File: src/rtl/instr_cycle_sequencer_if.sv
// Bus between the instruction-cycle sequencer and the surrounding PIC16 core.
// The sequencer takes the master side; the instruction register, datapath and PC/stack take the slave side.
interface instr_cycle_sequencer_if #(
  parameter int Q_PHASES = 4,
  parameter int CNT_W    = 16
);
  localparam int QW = $clog2(Q_PHASES);

  logic [13:0]      instr_current;
  logic             skip_cond;
  logic             stall;
  logic             wake;
  logic             irq_req;
  logic             gie;

  logic [QW-1:0]    q_phase;
  logic             cycle_end;
  logic             second_cycle;
  logic             sleeping;
  logic             instr_rd_en;
  logic             instr_flush;
  logic             pc_incr_en;
  logic             pc_j_en;
  logic             pc_j_and_push_en;
  logic             pc_j_by_pop_en;
  logic             irq_vec_sel;
  logic             gie_clr;
  logic             gie_set;
  logic [CNT_W-1:0] cycle_count;

  modport master (
    input  instr_current, skip_cond, stall, wake, irq_req, gie,
    output q_phase, cycle_end, second_cycle, sleeping,
           instr_rd_en, instr_flush, pc_incr_en, pc_j_en,
           pc_j_and_push_en, pc_j_by_pop_en, irq_vec_sel, gie_clr, gie_set,
           cycle_count
  );

  modport slave (
    output instr_current, skip_cond, stall, wake, irq_req, gie,
    input  q_phase, cycle_end, second_cycle, sleeping,
           instr_rd_en, instr_flush, pc_incr_en, pc_j_en,
           pc_j_and_push_en, pc_j_by_pop_en, irq_vec_sel, gie_clr, gie_set,
           cycle_count
  );
endinterface

File: src/rtl/instr_cycle_sequencer.sv
// Q-phase / instruction-cycle sequencer with FLUSH, SLEEP, stall and cycle counting.
// Optional interrupt entry is enabled by defining SEQ_INTERRUPT_EN.
module instr_cycle_sequencer #(
  parameter int Q_PHASES = 4,
  parameter int CNT_W    = 16
) (
  input  logic                    clk,
  input  logic                    rst,
  instr_cycle_sequencer_if.master bus
);
  localparam int QW = $clog2(Q_PHASES);
  localparam logic [QW-1:0] Q_LAST = QW'(Q_PHASES - 1);

  typedef enum logic [1:0] {RUN, FLUSH, SLEEP} state_t;
  typedef enum logic [2:0] {C_PLAIN, C_SKIP, C_GOTO, C_CALL, C_RET, C_RETFIE, C_SLEEP} iclass_t;

  state_t           state, next_state;
  iclass_t          iclass;
  logic [QW-1:0]    q_reg;
  logic [CNT_W-1:0] cnt_reg;
  logic             active;
  logic             last_phase;
  logic             eligible;
  logic             irq_take;
  logic             wake_req;

  logic rd_en, flush, incr, jmp, push, pop, vec, clr, set;

`ifdef SEQ_INTERRUPT_EN
  assign irq_take = bus.irq_req & bus.gie;
  assign wake_req = bus.wake | bus.irq_req;
`else
  logic unused_irq;
  assign unused_irq = bus.irq_req ^ bus.gie;
  assign irq_take   = 1'b0;
  assign wake_req   = bus.wake;
`endif

  always_comb begin
    iclass = C_PLAIN;
    casez (bus.instr_current)
      14'b10_1???_????_????: iclass = C_GOTO;
      14'b10_0???_????_????: iclass = C_CALL;
      14'b00_0000_0000_1000: iclass = C_RET;
      14'b00_0000_0000_1001: iclass = C_RETFIE;
      14'b11_01??_????_????: iclass = C_RET;
      14'b00_0000_0110_0011: iclass = C_SLEEP;
      14'b00_1011_????_????,
      14'b00_1111_????_????,
      14'b01_1???_????_????: iclass = C_SKIP;
      default:               iclass = C_PLAIN;
    endcase
  end

  assign active     = !rst && !bus.stall;
  assign last_phase = (q_reg == Q_LAST);
  assign eligible   = (iclass == C_PLAIN) || (iclass == C_SKIP && !bus.skip_cond);

  // Strobes only ever fire on the last phase of a non-stalled RUN or FLUSH cycle.
  always_comb begin
    next_state = state;
    rd_en = 1'b0; flush = 1'b0; incr = 1'b0; jmp = 1'b0; push = 1'b0;
    pop   = 1'b0; vec   = 1'b0; clr  = 1'b0; set = 1'b0;
    if (active) begin
      case (state)
        RUN: begin
          if (last_phase) begin
            if (eligible) begin
              if (irq_take) begin
                flush = 1'b1; push = 1'b1; vec = 1'b1; clr = 1'b1;
                next_state = FLUSH;
              end else begin
                rd_en = 1'b1; incr = 1'b1;
              end
            end else begin
              case (iclass)
                C_SKIP:   begin flush = 1'b1; incr = 1'b1; next_state = FLUSH; end
                C_GOTO:   begin flush = 1'b1; jmp  = 1'b1; next_state = FLUSH; end
                C_CALL:   begin flush = 1'b1; push = 1'b1; next_state = FLUSH; end
                C_RET:    begin flush = 1'b1; pop  = 1'b1; next_state = FLUSH; end
                C_RETFIE: begin flush = 1'b1; pop  = 1'b1; set = 1'b1; next_state = FLUSH; end
                C_SLEEP:  begin rd_en = 1'b1; incr = 1'b1; next_state = SLEEP; end
                default:  begin rd_en = 1'b1; incr = 1'b1; end
              endcase
            end
          end
        end
        FLUSH: begin
          if (last_phase) begin
            rd_en = 1'b1; incr = 1'b1;
            next_state = RUN;
          end
        end
        SLEEP: begin
          if (wake_req) next_state = RUN;
        end
        default: next_state = RUN;
      endcase
    end
  end

  always_ff @(posedge clk) begin
    if (rst) begin
      state   <= RUN;
      q_reg   <= '0;
      cnt_reg <= '0;
    end else if (!bus.stall) begin
      state <= next_state;
      if (state == SLEEP || next_state == SLEEP || last_phase) q_reg <= '0;
      else                                                     q_reg <= q_reg + 1'b1;
      if (bus.cycle_end) cnt_reg <= cnt_reg + 1'b1;
    end
  end

  assign bus.q_phase          = q_reg;
  assign bus.cycle_end        = active && last_phase && (state != SLEEP);
  assign bus.second_cycle     = (state == FLUSH);
  assign bus.sleeping         = (state == SLEEP);
  assign bus.instr_rd_en      = rd_en;
  assign bus.instr_flush      = flush;
  assign bus.pc_incr_en       = incr;
  assign bus.pc_j_en          = jmp;
  assign bus.pc_j_and_push_en = push;
  assign bus.pc_j_by_pop_en   = pop;
  assign bus.irq_vec_sel      = vec;
  assign bus.gie_clr          = clr;
  assign bus.gie_set          = set;
  assign bus.cycle_count      = cnt_reg;
endmodule

File: src/flat_wrapper.sv
// flat-port wrapper written by rule: the top's interface ports become plain ports
module instr_cycle_sequencer_flat 
#(
  parameter int Q_PHASES = 4,
  parameter int CNT_W    = 16
)
  (clk, rst, bus_instr_current, bus_skip_cond, bus_stall, bus_wake, bus_irq_req, bus_gie, bus_q_phase, bus_cycle_end, bus_second_cycle, bus_sleeping, bus_instr_rd_en, bus_instr_flush, bus_pc_incr_en, bus_pc_j_en, bus_pc_j_and_push_en, bus_pc_j_by_pop_en, bus_irq_vec_sel, bus_gie_clr, bus_gie_set, bus_cycle_count);
  instr_cycle_sequencer_if #(.Q_PHASES(Q_PHASES), .CNT_W(CNT_W)) bus_i ();
  input  logic clk;
  input  logic rst;
  input wire logic [$bits(bus_i.instr_current)-1:0] bus_instr_current;
  input wire logic [$bits(bus_i.skip_cond)-1:0] bus_skip_cond;
  input wire logic [$bits(bus_i.stall)-1:0] bus_stall;
  input wire logic [$bits(bus_i.wake)-1:0] bus_wake;
  input wire logic [$bits(bus_i.irq_req)-1:0] bus_irq_req;
  input wire logic [$bits(bus_i.gie)-1:0] bus_gie;
  output wire logic [$bits(bus_i.q_phase)-1:0] bus_q_phase;
  output wire logic [$bits(bus_i.cycle_end)-1:0] bus_cycle_end;
  output wire logic [$bits(bus_i.second_cycle)-1:0] bus_second_cycle;
  output wire logic [$bits(bus_i.sleeping)-1:0] bus_sleeping;
  output wire logic [$bits(bus_i.instr_rd_en)-1:0] bus_instr_rd_en;
  output wire logic [$bits(bus_i.instr_flush)-1:0] bus_instr_flush;
  output wire logic [$bits(bus_i.pc_incr_en)-1:0] bus_pc_incr_en;
  output wire logic [$bits(bus_i.pc_j_en)-1:0] bus_pc_j_en;
  output wire logic [$bits(bus_i.pc_j_and_push_en)-1:0] bus_pc_j_and_push_en;
  output wire logic [$bits(bus_i.pc_j_by_pop_en)-1:0] bus_pc_j_by_pop_en;
  output wire logic [$bits(bus_i.irq_vec_sel)-1:0] bus_irq_vec_sel;
  output wire logic [$bits(bus_i.gie_clr)-1:0] bus_gie_clr;
  output wire logic [$bits(bus_i.gie_set)-1:0] bus_gie_set;
  output wire logic [$bits(bus_i.cycle_count)-1:0] bus_cycle_count;
  assign bus_i.instr_current = bus_instr_current;
  assign bus_i.skip_cond = bus_skip_cond;
  assign bus_i.stall = bus_stall;
  assign bus_i.wake = bus_wake;
  assign bus_i.irq_req = bus_irq_req;
  assign bus_i.gie = bus_gie;
  assign bus_q_phase = bus_i.q_phase;
  assign bus_cycle_end = bus_i.cycle_end;
  assign bus_second_cycle = bus_i.second_cycle;
  assign bus_sleeping = bus_i.sleeping;
  assign bus_instr_rd_en = bus_i.instr_rd_en;
  assign bus_instr_flush = bus_i.instr_flush;
  assign bus_pc_incr_en = bus_i.pc_incr_en;
  assign bus_pc_j_en = bus_i.pc_j_en;
  assign bus_pc_j_and_push_en = bus_i.pc_j_and_push_en;
  assign bus_pc_j_by_pop_en = bus_i.pc_j_by_pop_en;
  assign bus_irq_vec_sel = bus_i.irq_vec_sel;
  assign bus_gie_clr = bus_i.gie_clr;
  assign bus_gie_set = bus_i.gie_set;
  assign bus_cycle_count = bus_i.cycle_count;
  instr_cycle_sequencer #(.Q_PHASES(Q_PHASES), .CNT_W(CNT_W)) u_core (.clk(clk), .rst(rst), .bus(bus_i));
endmodule
File: config.mk
export PLATFORM = sky130hd
export DESIGN_NAME = instr_cycle_sequencer_flat
export DESIGN_NICKNAME = d
export VERILOG_FILES = /design/src/rtl/instr_cycle_sequencer_if.sv /design/src/rtl/instr_cycle_sequencer.sv /design/src/flat_wrapper.sv
export SDC_FILE = /design/constraint.sdc
export NUM_CORES = 1
export LEC_CHECK = 0
export ABC_AREA = 0
export CELL_PAD_IN_SITES_DETAIL_PLACEMENT = 0
export CELL_PAD_IN_SITES_GLOBAL_PLACEMENT = 2
export CORE_UTILIZATION = 24
export CTS_BUF_LIST = sky130_fd_sc_hd__clkbuf_16
export CTS_CLUSTER_SIZE = 28
export DETAILED_ROUTE_END_ITERATION = 6
export PLACE_DENSITY = 0.82
export SLEW_MARGIN = 30
export SYNTH_ARGS = -nofsm -noshare
export SYNTH_HDL_FRONTEND = slang
export SYNTH_SLANG_ARGS = --single-unit
File: constraint.sdc
create_clock -name clk -period 3.4 [get_ports clk]
set_input_delay 0.51 -clock clk [delete_from_list [all_inputs] [get_ports clk]]
set_output_delay 0.51 -clock clk [all_outputs]
set_load 0.02 [all_outputs]
==> results.md <==
* IO Port Bufs at 46
* ANT cells at 0
* Worst Skew at 0.002145 ns
* FF-to-FF path depth at 5
* Finished Cell Area at 0.001754 mm²
* CTS sink cnt at 20
* Number of synthesized flops with an enable pin at 0
* HP Class: reg2reg
* Synth warn at 0
* Die width at 71.37 µm
* Comb pwr share at 0.104
* Post-DP HPWL at 2315 µm
* Post CTS Setup Buffer Count at 0
* Peak Freq at 0.3241 GHz
* Worst Hold End: u_core.bus.cycle_count[13]
* Setup TNS at 0 ns
* Placed cells at 238
* CP Data Arrival Time at 2.58 ns
* Initial core utilization at 0.2581
* Layout area overhead at 51.90%
* H-tree levels at 1
* CP most frequent cell: clkdlybuf4s50_1
* Share of layout cells above drive strength 1 at 0.06316
* Residual DRC at 1
* Post-synth top area cell: dfxtp_1
* WHS Path Cells at 2
* Synth top cells by count: 20 x dfxtp_1, 15 x nor2_1, 10 x a21oi_1, 10 x o21ai_0, 8 x nand2_1
* NetSw at 0.1151 mW
* Crit Path Class: in2out
* Worst reg-to-reg setup slack at 1.30 ns
* IO Count at 51
* Total number of vias at 1197
* Area after DPL at 0.001675 mm²
* Core area at 0.004474 mm²
* Clk_lat worst skew at 0.25 ns
* Status: complete, but fails checks
* Avg WL per Cell at 12.58 µm
* Pwr dens at 307.8 mW/mm²
* Initial drt markers at 56
* Worst-path maximum fanout at 6
* Crit-path slowest cell: clkdlybuf4s50_1
* Max-Cap Viols at 0
* Register area share after synthesis at 0.3467
* Worst-Margin Slew at 0.4964 ns
* Number of gates resized after cts at 0
* GR Util All Layers at 0.1266
* Std cell rows at 24
* RSZ-0062 raised after global routing: no
* Reg clk slew, reported paths at 0.05 ns
* Non-Filler Instances at 242
* Reg2reg end: u_core.bus.cycle_count[15]
* Post-route ant nets at 0
* Setup violators final at 0
* Worst path max stage delay at 0.61 ns
* Crit-path cells: clkdlybuf4s50_1, nor4_1, nand4_1, and3_1, nor2_1, clkdlybuf4s50_1
* Initial antenna violation count at 0
* Die Y at 71.37 µm
* P_leak at 0.6071 nW
* Die area at 0.005093 mm²
* Final GP Congestion at 0.6978
* Crit path time final at 3.086 ns
* Global-route wire length before repair at 5043 µm
* CTS tree: yes
* Nets at 214
* Global route total overflow at 0
* Worst Setup Slack, final at 0.3142 ns
* WP buf/inv at 2
* Switching share of power at 0.2133
* CTS Buf Count at 3
* Crit. End Element: output pin
* Mapped Area at 0.001155 mm²
* Layout Utilization at 0.3921
* Reg2reg start: u_core.bus.q_phase[0]
* Main synth FF type: dfxtp_1
* Final Max Tran Viols at 0
* Failing checks: DRC
* Cell family with most CP delay: buffers and inverters
* FF+latch count, synth at 20
* Peak VDD IR at 0.0001601 V
* Netlist cell types at 41
* Vias in the first global route at 1123
* Sequential share of power at 0.442
* Worst hold margin at 0.5139 ns
* Post-CTS Hold Buffers at 0
* Crit start category: primary input
* Fin crit share at 0.9076
* Synth top area share at 0.3467
* Slew headroom at 0.6660
* Max clock buf depth at 2
* Post-synthesis async set-or-reset flop share at 0
* Pint at 0.4247 mW
* Clock power share at 0.454
* Via density at 4.946
* CTS Root Cell: clkbuf_16
* Iteration count of the initial detailed-routing pass at 6
* Hold Startpoint: u_core.bus.cycle_count[13]
* Avg Inst Size Synth at 8.133 µm²
* Count leader, synth: dfxtp_1
* Final Power at 0.5399 mW
* Place WS at 0.2830 ns
* Crit path required time at 2.89 ns
* Area contributors post-synth: dfxtp_1 35%, nor2_1 4.9%, a21oi_1 4.3%
* Total Wirelength at 3044 µm
* Final Hold Fails at 0
* Syn Inst Count at 142
* Largest net degree at the start of global routing at 16
==> registers in the layout, indices dropped and copies added (netlist names) <==
name                    cells
u_core.state                2
u_core.bus.cycle_count     16
u_core.bus.q_phase          2
==> cells by family after synthesis <==
| group | Yosys count | share of synthesized area |
|---|---|---|
| DFF | 20 | 0.3467 |
| buffers and inverters | 10 | 0.04225 |
| xor gates and xnor gates | 7 | 0.05309 |
| adders and majority gates | 2 | 0.02167 |
| and+or+nand+nor | 74 | 0.3890 |
| other | 1 | 0.003247 |
| muxes | 2 | 0.01842 |
| AOI/OAI and AO/OA | 26 | 0.1257 |
==> layout make-up <==
cell class	count	area [µm²]
fillers	459	2720
well taps	52	65.06
inverters	4	17.52
clock buffers	3	75.07
multi-input cells	113	709.4
flip-flops and latches	20	400.4
repair buffers	49	483.0
clock inverters	1	3.754
==> layout by cell type, fill, tap and decap left out, types with 3 or more instances in the layout <==
| cell | count |
|---|---|
| a21oi_1 | 10 |
| nor3_1 | 4 |
| xor2_1 | 4 |
| o21ai_0 | 10 |
| dfxtp_1 | 20 |
| nand2_1 | 8 |
| buf_4 | 3 |
| inv_1 | 3 |
| nand3_1 | 4 |
| nor2_1 | 15 |
| nor4_1 | 5 |
| clkbuf_16 | 3 |
| or3_1 | 6 |
| xnor2_1 | 3 |
| nor2b_1 | 5 |
| nand4_1 | 7 |
| and4_1 | 3 |
| clkdlybuf4s50_1 | 46 |
==> power by group through the flow <==
stage                     sequential [mW]  combinational (mW)  clock, mW
final                               0.239              0.0563      0.245
after global routing                0.239              0.0615      0.265
after CTS                           0.239              0.0568      0.255
after detailed placement            0.244              0.0563          0
after global placement              0.243              0.0554          0
after floorplan                     0.245              0.0214          0
==> routing by layer <==
layer | vias up | global-route usage | share of wire
li1 | 616 | - | -
met1 | 534 | 0.1492 | 0.46
met2 | 43 | 0.2116 | 0.46
met3 | 4 | 0.03235 | 0.058
met4 | 0 | 0.06667 | 0.019
met5 | - | 0 | 0
==> how the worst max path moves through the flow <==
stage / start / endpoint / cells past startpoint
after global routing: bus_instr_current[11] / bus_instr_flush / 6
final: bus_instr_current[11] / bus_instr_flush / 6
after detailed placement: bus_instr_current[13] / bus_instr_flush / 6
after floorplan: u_core.bus.q_phase[0] / bus_pc_incr_en / 4
after CTS: bus_instr_current[13] / bus_instr_flush / 6
after global placement: bus_instr_current[13] / bus_instr_flush / 6
==> tightest hold or removal path: stages (launching register included) <==
cell     delay (ns)
dfxtp_1        0.33
o21ai_0        0.08
a21oi_1        0.06
Note: power is estimated with default switching activity, not from simulation.
